==> src/rtl/tc_io_pkg.sv <==
// Shared types and field positions for the tiny computer's serial input port.
package tc_io_pkg;

  typedef enum logic [2:0] {
    IDLE,
    START,
    DATA,
    STOP,
    WAITHI
  } rx_state_t;

  localparam int RX_DATA_BITS = 8;
  localparam int RX_ENTRY_W   = 9;
  localparam int IN_WORD_W    = 32;
  localparam int FERR_BIT     = 8;
  localparam int OVR_BIT      = 9;

endpackage

==> src/rtl/tc_sync_fifo.sv <==
// Synchronous circular FIFO with a combinational head output (zero when empty).
module tc_sync_fifo #(
  parameter int WIDTH = 9,
  parameter int AW    = 3
) (
  input  logic             clk_i,
  input  logic             rst_i,
  input  logic             push_i,
  input  logic             pop_i,
  input  logic [WIDTH-1:0] wdata_i,
  output logic [WIDTH-1:0] rdata_o,
  output logic             full_o,
  output logic [AW:0]      count_o
);

  localparam logic [AW:0] DEPTH = (AW + 1)'(2 ** AW);

  logic [WIDTH-1:0] mem_q [2 ** AW];
  logic [AW-1:0]    rd_ptr_q;
  logic [AW-1:0]    wr_ptr_q;
  logic [AW:0]      count_q;
  logic             empty;
  logic             do_pop;
  logic             do_push;

  assign empty   = (count_q == '0);
  assign full_o  = (count_q == DEPTH);
  assign count_o = count_q;

  // A pop on an empty FIFO is ignored; a push into a full FIFO is only
  // accepted when a pop frees the slot on the same edge.
  assign do_pop  = pop_i & ~empty;
  assign do_push = push_i & (~full_o | do_pop);

  // NOTE: storage has no reset; the count and pointers alone define which entries are valid.
  always_ff @(posedge clk_i) begin
    if (do_push) mem_q[wr_ptr_q] <= wdata_i;
  end

  // NOTE: sequential state uses non-blocking assignments so every flop samples pre-edge values.
  always_ff @(posedge clk_i) begin
    if (rst_i) begin
      rd_ptr_q <= '0;
      wr_ptr_q <= '0;
      count_q  <= '0;
    end else begin
      if (do_push) wr_ptr_q <= wr_ptr_q + 1'b1;
      if (do_pop)  rd_ptr_q <= rd_ptr_q + 1'b1;
      case ({do_push, do_pop})
        2'b10:   count_q <= count_q + 1'b1;
        2'b01:   count_q <= count_q - 1'b1;
        default: count_q <= count_q;
      endcase
    end
  end

  assign rdata_o = empty ? '0 : mem_q[rd_ptr_q];

endmodule

==> src/rtl/tc_uart_rx_port.sv <==
// 8N1 serial receiver feeding a small FIFO, presented to the processor as InData/InRdy.
module tc_uart_rx_port
  import tc_io_pkg::*;
#(
  parameter int DIVISOR = 434,
  parameter int FIFO_AW = 3
) (
  input  logic                 Ph0,
  input  logic                 Reset,
  input  logic                 RxD,
  input  logic                 InStrobe,
  output logic [IN_WORD_W-1:0] InData,
  output logic                 InRdy,
  output logic                 RxBusy
);

  localparam logic [15:0] BIT_LAST  = 16'(DIVISOR - 1);
  localparam logic [15:0] HALF_LAST = 16'(DIVISOR / 2 - 1);
  localparam logic [2:0]  LAST_BIT  = 3'(RX_DATA_BITS - 1);

  logic                    rx_meta_q;
  logic                    rxs_q;
  rx_state_t               state_q;
  logic [15:0]             cnt_q;
  logic [2:0]              bit_idx_q;
  logic [RX_DATA_BITS-1:0] shreg_q;
  logic                    ovr_q;
  logic                    ovr_d;

  logic                    push;
  logic                    pop;
  logic                    fifo_full;
  logic [FIFO_AW:0]        fifo_count;
  logic [RX_ENTRY_W-1:0]   push_entry;
  logic [RX_ENTRY_W-1:0]   head;

  // Synchronizer idles high so reset never looks like a start bit.
  always_ff @(posedge Ph0) begin
    if (Reset) begin
      rx_meta_q <= 1'b1;
      rxs_q     <= 1'b1;
    end else begin
      rx_meta_q <= RxD;
      rxs_q     <= rx_meta_q;
    end
  end

  always_ff @(posedge Ph0) begin
    if (Reset) begin
      state_q   <= IDLE;
      cnt_q     <= '0;
      bit_idx_q <= '0;
      shreg_q   <= '0;
    end else begin
      case (state_q)
        IDLE: begin
          if (!rxs_q) begin
            state_q <= START;
            cnt_q   <= '0;
          end
        end
        START: begin
          if (cnt_q == HALF_LAST) begin
            cnt_q     <= '0;
            bit_idx_q <= '0;
            state_q   <= rxs_q ? IDLE : DATA;
          end else begin
            cnt_q <= cnt_q + 16'd1;
          end
        end
        DATA: begin
          if (cnt_q == BIT_LAST) begin
            cnt_q     <= '0;
            shreg_q   <= {rxs_q, shreg_q[RX_DATA_BITS-1:1]};
            bit_idx_q <= bit_idx_q + 3'd1;
            if (bit_idx_q == LAST_BIT) state_q <= STOP;
          end else begin
            cnt_q <= cnt_q + 16'd1;
          end
        end
        STOP: begin
          if (cnt_q == BIT_LAST) begin
            cnt_q   <= '0;
            state_q <= rxs_q ? IDLE : WAITHI;
          end else begin
            cnt_q <= cnt_q + 16'd1;
          end
        end
        // A held-low line (break) must go high before another frame can start.
        WAITHI:  if (rxs_q) state_q <= IDLE;
        default: state_q <= IDLE;
      endcase
    end
  end

  assign push       = (state_q == STOP) && (cnt_q == BIT_LAST);
  assign push_entry = {~rxs_q, shreg_q};
  assign pop        = InStrobe & InRdy;

  // NOTE: every always_comb output gets a default first so no latch is inferred.
  always_comb begin
    ovr_d = ovr_q;
    if (pop) ovr_d = 1'b0;
    if (push && fifo_full && !pop) ovr_d = 1'b1;
  end

  always_ff @(posedge Ph0) begin
    if (Reset) ovr_q <= 1'b0;
    else       ovr_q <= ovr_d;
  end

  tc_sync_fifo #(
    .WIDTH (RX_ENTRY_W),
    .AW    (FIFO_AW)
  ) u_fifo (
    .clk_i   (Ph0),
    .rst_i   (Reset),
    .push_i  (push),
    .pop_i   (InStrobe),
    .wdata_i (push_entry),
    .rdata_o (head),
    .full_o  (fifo_full),
    .count_o (fifo_count)
  );

  assign InRdy  = (fifo_count != '0);
  assign InData = InRdy ? {{(IN_WORD_W - OVR_BIT - 1){1'b0}}, ovr_q, head} : '0;
  assign RxBusy = (state_q != IDLE);

endmodule

==> config.mk <==
export PLATFORM = sky130hd
export DESIGN_NAME = tc_uart_rx_port
export DESIGN_NICKNAME = d
export VERILOG_FILES = /design/src/rtl/tc_io_pkg.sv /design/src/rtl/tc_sync_fifo.sv /design/src/rtl/tc_uart_rx_port.sv
export SDC_FILE = /design/constraint.sdc
export NUM_CORES = 1
export LEC_CHECK = 0
export BUFFER_PORTS_ARGS = -buffer_cell sky130_fd_sc_hd__buf_2
export CORE_ASPECT_RATIO = 0.6
export CORE_MARGIN = 4
export CORE_UTILIZATION = 45
export DETAILED_ROUTE_END_ITERATION = 7
export PLACE_DENSITY = 0.67
export SLEW_MARGIN = 40
export SYNTH_ARGS = -nofsm -noshare
export SYNTH_HDL_FRONTEND = slang
export SYNTH_SLANG_ARGS = --single-unit
==> constraint.sdc <==
create_clock -name Ph0 -period 3.1 [get_ports Ph0]
set_clock_uncertainty 0.1 [all_clocks]
set_input_delay 0.155 -clock Ph0 [delete_from_list [all_inputs] [get_ports Ph0]]
set_output_delay 0.155 -clock Ph0 [all_outputs]
set_load 0.005 [all_outputs]
==> results of run 1 <==
metrics by stage:
step | area, µm² | cells | setup slack (ns) | total power, W
2_1_floorplan | 5320 | 438 | 0.231 | 0.00173
3_3_place_gp | 5470 | 589 | 0.262 | 0.00172
3_5_place_dp | 5470 | 589 | 0.219 | 0.00173
4_1_cts | 6080 | 622 | 0.213 | 0.00367
5_1_grt | 6080 | 622 | 0.0351 | 0.00375
6_report | 6080 | 622 | 0.213 | 0.00363
area by class of cell:
cell class,count,area [µm²],area share
Tap cell,160,200,0.0329
Inverter,8,30.0,0.00494
Clock buffer,17,425,0.0700
Multi-Input combinational cell,273,1970,0.325
Clock inverter,15,168,0.0276
Timing Repair Buffer,31,198,0.0325
Sequential cell,118,3080,0.507
registers in the layout (all words and copies together) (netlist names), 3 cells and up, named ones only:
| register | count |
|---|---|
| shreg_q | 8 |
| cnt_q | 16 |
| bit_idx_q | 3 |
| u_fifo.wr_ptr_q | 3 |
| u_fifo.mem_q | 72 |
| u_fifo.rd_ptr_q | 3 |
| u_fifo.count_o | 4 |
| state_q | 3 |
kinds of logic (layout without fill, tap and decap cells):
kind of cell    after synthesis  in the layout  synth area share
simple gates                145            145             0.148
other cells                   1             22          0.000716
compound gates               51             51            0.0609
flops                       118            118             0.589
fa+ha+maj                    10             10            0.0239
xor+xnor                      9              9            0.0151
mux                          36             36             0.112
buf+inv                      47             71            0.0511
synth_stat cells (2+ instances only):
cell	n	share of area
mux4_2	18	0.077
nor3b_1	6	0.0086
clkbuf_1	10	0.0072
ha_1	10	0.024
nor3_1	14	0.013
or3_1	6	0.0072
a211o_1	2	0.0033
nor4_4	2	0.0081
buf_2	4	0.0038
nand2b_1	8	0.0096
inv_1	8	0.0057
a22oi_1	2	0.0029
dfxtp_1	46	0.18
or2_2	2	0.0024
and3_1	3	0.0036
a21o_1	8	0.011
buf_1	2	0.0014
a21oi_1	19	0.018
buf_4	23	0.033
a211oi_1	3	0.0043
mux2i_1	18	0.034
nand4_1	5	0.0060
nand2_1	35	0.025
nor2_1	38	0.027
xor2_1	9	0.015
edfxtp_1	72	0.41
nor4_1	6	0.0072
nand3_1	6	0.0057
nand3b_1	4	0.0057
o21ai_0	10	0.0096
report_power, final:
group | switching [W] | internal (W)
logic | 0.0000320 | 0.0000104
registers | 0.00000285 | 0.00165
clock network | 0.000734 | 0.00120
total | 0.000769 | 0.00286
per-layer routing:
| metal | wire length, µm | track usage |
|---|---|---|
| met1 | 4720 | 0.223 |
| met2 | 4500 | 0.232 |
| met3 | 751 | 0.0449 |
| met4 | 152 | 0.0628 |
| met5 | 0 | 0 |
critical path, delay by kind of cell, from the launching register on:
| family | cells | cell delay, ns |
|---|---|---|
| AOI/OAI and AO/OA | 2 | 0.28 |
| DFF | 1 | 0.42 |
| and+or+nand+nor | 4 | 1.16 |
| xor gates and xnor gates | 2 | 0.25 |
| adders and majority gates | 3 | 0.61 |
worst paths after layout:
kind,end,slack [ns],from,cells after the start
setup / recovery,u_fifo.count_o[2],0.21,cnt_q[0],11
hold / removal,flip-flop,0.05,InStrobe,4
setup reg to reg,u_fifo.count_o[2],0.21,cnt_q[0],11
hold reg to reg,rxs_q,0.32,rx_meta_q,1
==> metrics.cfg, run 1 <==
[outcome]
status = completed

[timing]
maxSlewHeadroom = 0.538
finalMaxSlewViolations = 0
fin_setup_tns_ns = 0
hold_viol = 0
setup_viol = 0
holdWs_ns = 0.0462
fmax_ghz = 0.346
rsz0062_at_grt = false
worstMarginPinSlew_ns = 0.694
fin_crit_ns = 2.89
fin_crit_sh = 0.931

[final_layout]
final_util = 0.536
mostFrequentLayoutCell = edfxtp_1
area_growth_pct = 16.0
diodes = 0
drive_gt1_frac = 0.193
nets = 463
layout.filler_cells = 924
final_cell_mix = edfxtp_1, dfxtp_1, nor2_1

[global_routing]
grt_remaining_overflow = 0
antenna_found_initial = 0
grt_start_max_net_pins = 38
grtUsageTotal = 0.158
grt_pass1_vias = 3182
grt_pass1_wl_mm = 16.4

[pwr]
p_leak_nw = 2.25
ir_worst_vdd_uv = 405
p_per_area_nw_per_um2 = 597

[clocking]
cts_buffers = 17
clock_path_buffers = 2
cts_sinks = 118
post_cts_buffers = 0
clk-insertion-delay-late_ns = 0.40
cts_resized = 0
postCtsHoldBufs = 1
cts_htree_levels = 4
cts_root_buffer = clkbuf_16
cts_tree = yes
clkTransAtPathRegs_ns = 0.06

[setup_path]
crit_top_cell = ha_1
crit_path_end_kind = flip-flop
cp.required_ns = 3.33
cpMaxStageDelayCell = dfxtp_1
worst-path-max-fanout = 7
worstPathCellList = ha_1 -> and4bb_2 -> nand4_2 -> or3_1 -> ha_1 -> xor2_1 -> ha_1 -> a21oi_1 -> xor2_1 -> or3_1 -> a21oi_1
worstSetupPathType = reg2reg
slowest_delay_ns = 0.42
crit_arrival_ns = 3.12
worst_setup_path_start_kind = flip-flop

[routing]
drt-total-wl_mm = 10.1
drtPass1Iterations = 4
drt_iter0_markers = 217
vias = 3280
ant_nets = 0
vias_per_cell = 5.27
avgRoutedWirePerCell_um = 16.3
drc = 0

[placed_design]
post-dp-hpwl_mm = 6.95
io_buffers = 15
gp_congestion = 0.790

[synthesis]
syn_inst = 417
async_reset_ff_frac = 0
synth_area_um2 = 5240
seq_area_frac_synth = 0.589
synth_seq_cells = 118
synth_ff_type = edfxtp_1
ys_warn_count = 0
synthDistinctLibCells = 48
syn_area_per_cell_um2 = 12.6
synth-edff-count = 72

[floorplan]
rows = 30
core_area_um2 = 11300
initial_utilization = 0.462
die_w_um = 147
dieHeight_um = 91.6
die_area_um2 = 13500
io_pins = 38

[flow_run]
cap_violations = 0

[worst_hold_path]
hp-class = in2reg

No activity file was read; power rests on OpenSTA's default activity.
==> run 2: changes to the inputs <==
- CORE_ASPECT_RATIO: 0.6 -> unset
==> run 2 against run 1 <==
Compared with the run above:
- final cell count fell by 2.9%
- sequential cell count stayed put
- fmax up 0.10%
- total power is 4.6% higher
- largest power group unchanged
==> metrics.cfg, run 2 (synthesis gave the netlist of run 1 again) <==
[routing]
vias = 3219  ; -1.9%
drt-total-wl_mm = 9.69  ; -4.4%
route.met2.wl_mm = 4.91  ; +9.1%
drc = 0  ; unchanged
wl_met1_mm = 4.25  ; -10%
vias_per_cell = 5.33  ; +1.1%
routed.top_layer = met4
wl_met3_um = 392  ; -48%
avgRoutedWirePerCell_um = 16.0  ; -1.5%
drt_iter0_markers = 165  ; -24%
drtPass1Iterations = 5  ; +1
ant_nets = 0  ; unchanged

[clocking]
post_cts_buffers = 0  ; unchanged
cts_sinks = 118  ; unchanged
cts_htree_levels = 4  ; unchanged
cts_tree = yes
cts_root_buffer = clkbuf_16
clk-insertion-delay-late_ns = 0.41  ; about the same
clock_path_buffers = 2  ; unchanged
clkTransAtPathRegs_ns = 0.05  ; about the same
cts_buffers = 17  ; unchanged

[final_layout]
largest_reg_flops = 72  ; unchanged
mostFrequentLayoutCell = edfxtp_1
area_growth_pct = 16.5
diodes = 0  ; unchanged
layout.filler_cells = 956  ; +3.5%
drive_gt1_frac = 0.197  ; +0.00476
regMostFlops = u_fifo.mem_q
reg_top3 = u_fifo.mem_q x72, cnt_q x16, shreg_q x8
final_cell_mix = edfxtp_1, dfxtp_1, nor2_1
nets = 462  ; -0.22%

[pwr]
p_leak_nw = 2.28  ; +1.6%
p_per_area_nw_per_um2 = 622  ; +4.1%
finalPower_w = 0.00380  ; +4.6%
ir_worst_vdd_uv = 372  ; -8.3%

[outcome]
status = completed

[global_routing]
grt_pass1_vias = 3166  ; -0.50%
grt_remaining_overflow = 0  ; unchanged
grt_start_max_net_pins = 38  ; unchanged
grtUsageTotal = 0.155  ; -0.00352
grt_pass1_wl_mm = 15.6  ; -4.6%
antenna_found_initial = 0  ; unchanged

[flow_run]
cap_violations = 0  ; unchanged

[setup_path]
crit_arrival_ns = 3.12  ; about the same
crit_top_cell = ha_1
cpMaxStageDelayCell = or3_1
crit_path_end_kind = flip-flop
worst_setup_path_start_kind = flip-flop
worst-path-max-fanout = 5  ; -2
worstPathCellList = inv_1 -> ha_1 -> and4bb_2 -> nand4_2 -> or3_1 -> ha_1 -> xor2_1 -> ha_1 -> a21oi_1 -> xor2_1 -> or3_1 -> a21oi_1
cp.required_ns = 3.33  ; about the same
slowest_delay_ns = 0.41  ; about the same
worstSetupPathType = reg2reg

[timing]
finalMaxSlewViolations = 0  ; unchanged
fmax_ghz = 0.347  ; +0.10%
fin_crit_sh = 0.930  ; -0.000941
hold_viol = 0  ; unchanged
fin_setup_tns_ns = 0  ; unchanged
maxSlewHeadroom = 0.547  ; +0.00916
rsz0062_at_grt = false
setup_viol = 0  ; unchanged
fin_crit_ns = 2.88  ; -0.00292 ns
worstMarginPinSlew_ns = 0.680  ; -0.0137 ns

[floorplan]
core_area_um2 = 11400  ; +0.73%
die_w_um = 116  ; -21%
die_area_um2 = 13400  ; -0.41%
io_pins = 38  ; unchanged
initial_utilization = 0.459  ; -0.00334
rows = 39  ; +30%
dieHeight_um = 116  ; +27%

[placed_design]
post-dp-hpwl_mm = 6.39  ; -8.1%
io_buffers = 15  ; unchanged
gp_congestion = 0.799  ; +1.2%

[worst_hold_path]
hp-class = in2reg

[run 2: cell count changes in the layout (fill, tap and decap cells not counted)]
cell	delta
clkinvlp_4	-4
bufinv_16	+2
inv_6	-2
inv_8	-2
dfxtp_1	-2
clkinv_1	-1
buf_4	-1
clkbuf_8	+2
dfxtp_2	+2
clkinv_4	+4
clkinv_2	+1
[run 2: routing by layer]
metal	global-route usage	vias to the layer above
li1	-	1558
met1	0.193	1586
met2	0.255	61
met3	0.0496	14
met4	0.0557	0
met5	0	-
[run 2: through the flow]
step                      utilization  worst slack (ns)  cells  cell area, µm²  hold slack [ns]
after floorplan                     -             0.231    438            5320            0.159
after global placement          0.477             0.300    571            5440            0.241
after detailed placement        0.477             0.210    571            5440            0.245
after CTS                       0.534             0.172    604            6100           0.0376
after global routing            0.535            0.0180    604            6100           0.0954
final                           0.535             0.216    604            6100           0.0523
[run 2: worst paths after layout]
kind              startpoint                end  slack [ns]  cells after the start
setup / recovery    cnt_q[1]  u_fifo.count_o[2]        0.22                     12
hold / removal      InStrobe          flip-flop        0.05                      4
setup reg to reg    cnt_q[1]  u_fifo.count_o[2]        0.22                     12
hold reg to reg    rx_meta_q              rxs_q        0.32                      1
[run 2: worst max-delay path, delay by kind of cell (launching register included)]
family / cells / cell delay, ns
AO/OA/AOI/OAI: 2 / 0.30
flip-flops: 1 / 0.34
buffers and inverters: 1 / 0.09
AND/OR/NAND/NOR: 4 / 1.15
XOR/XNOR: 2 / 0.26
adder cells (fa/ha/maj): 3 / 0.59
[run 2: area by class of cell]
cell class	instances	area, µm²	area share
Clock inverter	13	194	0.0318
Timing Repair Buffer	30	190	0.0312
Tap cell	143	179	0.0293
Clock buffer	19	453	0.0742
Sequential cell	118	3090	0.506
Multi-Input combinational cell	273	1970	0.323
Inverter	8	30.0	0.00492
[run 2: what timing repair did]
action,CTS,global route
hold buffers,1,0
endpoints found under the setup margin,0,1
gates resized for setup,0,1
hold endpoints to repair,1,0
[run 2: power by group]
| part | internal (W) | total [W] | switching [W] |
|---|---|---|---|
| Clock | 0.00140 | 0.00210 | 0.000706 |
| Sequential | 0.00165 | 0.00165 | 0.00000279 |
| Combinational | 0.0000104 | 0.0000408 | 0.0000304 |
| Total | 0.00306 | 0.00380 | 0.000739 |
==> run 3: changes to the inputs <==
- ABC_AREA: unset -> 1
==> run 3 against run 2 <==
Compared with the run above:
- synthesized cell count rose by 49%
- register-to-register slack gained 0.30 ns
- worst setup slack gained 0.30 ns
- sequential share of layout area shrank 1.8 points
- count of clock-buffer cells in the layout is 3 higher
- critical path depth up 1
- hold slack worse by 0.018 ns
- design area up 3.5%
- combinational power rose to 37 times the previous value
- fmax rose by 11%
- final cell count rose by 34%
- clock power down 9%
- critical path type unchanged
==> metrics.cfg, run 3 <==
[outcome]
status = completed

[synthesis]
synth-edff-count = 72  ; unchanged
yosys-top-cells-area = edfxtp_1, dfxtp_1, nor2_1
syn_inst = 622  ; +49%
ys_warn_count = 0  ; unchanged
yosysTopAreaCell = edfxtp_1
synth.top_cell.area_share = 0.391  ; -0.0217
synth_most_common_cell = nor2_1
async_reset_ff_frac = 0  ; unchanged
synth_area_um2 = 5530  ; +5.5%
synth_ff_type = edfxtp_1
synth_seq_cells = 118  ; unchanged
synth_common_cells = nor2_1, nand2_1, edfxtp_1
seq_area_frac_synth = 0.558  ; -0.0309
syn_area_per_cell_um2 = 8.89  ; -29%
synthDistinctLibCells = 34  ; -29%

[final_layout]
fin_area_um2 = 6320  ; +3.5%
layout.filler_cells = 1064  ; +11%
seq_area_um2 = 3080  ; about the same
layout.cells.non_filler = 812  ; +34%
area_growth_pct = 14.3
regMostFlops = u_fifo.mem_q
mostFrequentLayoutCell = nor2_1
largest_reg_flops = 72  ; unchanged
final_cell_mix = nor2_1, nand2_1, edfxtp_1
drive_gt1_frac = 0.123  ; -0.0741
nets = 666  ; +44%
reg_top3 = u_fifo.mem_q x72, cnt_q x16, shreg_q x8
diodes = 0  ; unchanged
multi_input_area_um2 = 2080  ; +5.4%

[routing]
drtPass1Iterations = 5  ; unchanged
ant_nets = 0  ; unchanged
vias_per_cell = 5.08  ; -4.6%
vias = 4128  ; +28%
drc = 0  ; unchanged
drt-total-wl_mm = 11.8  ; +22%
avgRoutedWirePerCell_um = 14.6  ; -9.1%
drt_iter0_markers = 348  ; +110%

[timing]
hold_viol = 0  ; unchanged
worstMarginPinSlew_ns = 0.721  ; +0.0410 ns
finalMaxSlewViolations = 0  ; unchanged
fin_crit_sh = 0.835  ; -0.0954
fin_setup_tns_ns = 0  ; unchanged
rsz0062_at_grt = false
setup_viol = 0  ; unchanged
maxSlewHeadroom = 0.519  ; -0.0279
holdWs_ns = 0.0339  ; -0.0184 ns
fin_crit_ns = 2.59  ; -0.296 ns
fmax_ghz = 0.386  ; +11%

[placed_design]
place_inst = 778  ; +36%
io_buffers = 15  ; unchanged
gp_congestion = 0.887  ; +11%
placed_cell_area_um2 = 5720  ; +5.1%
post-dp-hpwl_mm = 7.71  ; +21%

[clocking]
clock_path_buffers = 2  ; unchanged
cts_sinks = 118  ; unchanged
cts_tree = yes
clkTransAtPathRegs_ns = 0.05  ; about the same
clk-insertion-delay-late_ns = 0.41  ; about the same
cts_htree_levels = 4  ; unchanged
cts_root_buffer = clkbuf_16
cts_buffers = 17  ; unchanged

[setup_path]
worst_setup_path_start_kind = flip-flop
worstSetupPathType = reg2reg
crit_path_end_kind = flip-flop
worst-path-max-fanout = 11  ; +6
cpMaxStageDelayCell = dfxtp_1
worstPathCellList = ha_1 -> nand3_1 -> nor2_2 -> nand2_2 -> nor2_2 -> nand2_2 -> ha_1 -> xor2_1 -> ha_1 -> a21oi_1 -> xnor2_1 -> o21ai_0 -> inv_1
critical_path.top_delay_family = adder cells
r2r-start = cnt_q[0]
crit_arrival_ns = 2.79  ; -0.33 ns
r2r_slack_ns = 0.51  ; +0.30 ns
crit_buf_inv = 1  ; unchanged
crit_start = cnt_q[0]
crit_top_cell = ha_1
cp.required_ns = 3.30  ; -0.03 ns
r2r_end = u_fifo.count_o[2]
rr_worst_depth = 13  ; +1
slowest_delay_ns = 0.40  ; about the same

[floorplan]
rows = 40  ; +2.6%
core_area_um2 = 12000  ; +5.2%
die_w_um = 119  ; +2.5%
initial_utilization = 0.460  ; +0.00152
io_pins = 38  ; unchanged
die_area_um2 = 14100  ; +5.2%
dieHeight_um = 119  ; +2.5%

[worst_hold_path]
hp-class = in2reg
whs_endpoint = u_fifo.count_o[0]
hp-start = Reset
whs_path_depth = 2  ; -2

[global_routing]
antenna_found_initial = 0  ; unchanged
grtUsageTotal = 0.176  ; +0.0213
grt_start_max_net_pins = 37  ; -2.6%
grt_remaining_overflow = 0  ; unchanged
grt_pass1_wl_mm = 19.6  ; +25%
grt_pass1_vias = 3985  ; +26%

[pwr]
ir_worst_vdd_uv = 435  ; +17%
pwr-share-comb = 0.289  ; +0.278
p_int_w = 0.00353  ; +15%
clockPowerShare = 0.361  ; -0.193
p_leak_nw = 2.62  ; +15%
p_per_area_nw_per_um2 = 836  ; +34%
swShare = 0.332  ; +0.137
p_sw_w = 0.00175  ; +140%
p_seq_frac = 0.350  ; -0.086

[flow_run]
cap_violations = 0  ; unchanged

## run 3: cell types whose count changed after synthesis, sizes merged, moves of 24 or more
cell / previous run / this run
nor2: 38 / 147
inv: 8 / 52
nand3: 6 / 30
nand2: 35 / 92
o21ai: 10 / 59
## run 3: stage by stage
step | utilization | worst slack [ns] | total power (W)
finish | 0.526 | 0.512 | 0.00528
global route | 0.526 | 0.320 | 0.00564
global placement | 0.477 | 0.624 | 0.00337
CTS | 0.526 | 0.516 | 0.00533
detailed placement | 0.477 | 0.540 | 0.00340
floorplan | - | 0.765 | 0.00298
## run 3: cell families (layout without fill, tap and decap cells)
| group | after synthesis | after routing | synth area share |
|---|---|---|---|
| buffers and inverters | 94 | 116 | 0.0806 |
| other | 1 | 22 | 0.000678 |
| XOR/XNOR | 9 | 9 | 0.0143 |
| adder cells (fa/ha/maj) | 10 | 10 | 0.0226 |
| flip-flops | 118 | 118 | 0.558 |
| AND/OR/NAND/NOR | 294 | 294 | 0.228 |
| AO/OA/AOI/OAI | 96 | 96 | 0.0964 |
## run 3: metal layers
layer  up-vias  wire length [µm]  track usage  part of all wire
met5         -                 0            0                 0
met2       103              5950        0.292              0.50
met3         9               539       0.0499             0.046
met1      1918              5260        0.221              0.44
met4         0                96       0.0630            0.0081
li1       2098                 -            -                 -
## run 3: power groups by stage
stage          Sequential, W  Clock [W]  Combinational (W)
2_1_floorplan        0.00183          0            0.00115
3_3_place_gp         0.00187          0            0.00150
6_report             0.00185    0.00191            0.00153
4_1_cts              0.00184    0.00194            0.00154
3_5_place_dp         0.00187          0            0.00153
5_1_grt              0.00186    0.00202            0.00177
## run 3: worst max path at each step
| stage | endpoint | slack [ns] | depth (start not counted) |
|---|---|---|---|
| 2_1_floorplan | u_fifo.count_o[2] | 0.76 | 13 |
| 3_3_place_gp | u_fifo.count_o[2] | 0.62 | 13 |
| 3_5_place_dp | u_fifo.count_o[2] | 0.54 | 13 |
| 4_1_cts | u_fifo.count_o[2] | 0.52 | 13 |
| 5_1_grt | u_fifo.count_o[2] | 0.32 | 14 |
| 6_report | u_fifo.count_o[2] | 0.51 | 13 |
## run 3: cell type report
type                       instances  area share
inverter                          53      0.0315
multi-input combinational        431       0.329
tap                              147      0.0291
clock buffer                      22      0.0703
clock inverter                    10      0.0206
timing repair buffer              31      0.0317
sequential                       118       0.488
## run 3: worst register-to-register path: stages (launching register included)
cell	delay [ns]
dfxtp_1	0.40
ha_1	0.20
nand3_1	0.11
nor2_2	0.21
nand2_2	0.10
nor2_2	0.12
nand2_2	0.14
ha_1	0.28
xor2_1	0.25
ha_1	0.19
a21oi_1	0.04
xnor2_1	0.14
o21ai_0	0.15
inv_1	0.06
## run 3: timing repair
| action | in CTS | in global routing |
|---|---|---|
| hold buffers | 2 | 0 |
| hold endpoints to repair | 2 | 0 |
| resized for setup | 0 | 0 |
| buffers inserted | 0 | 0 |
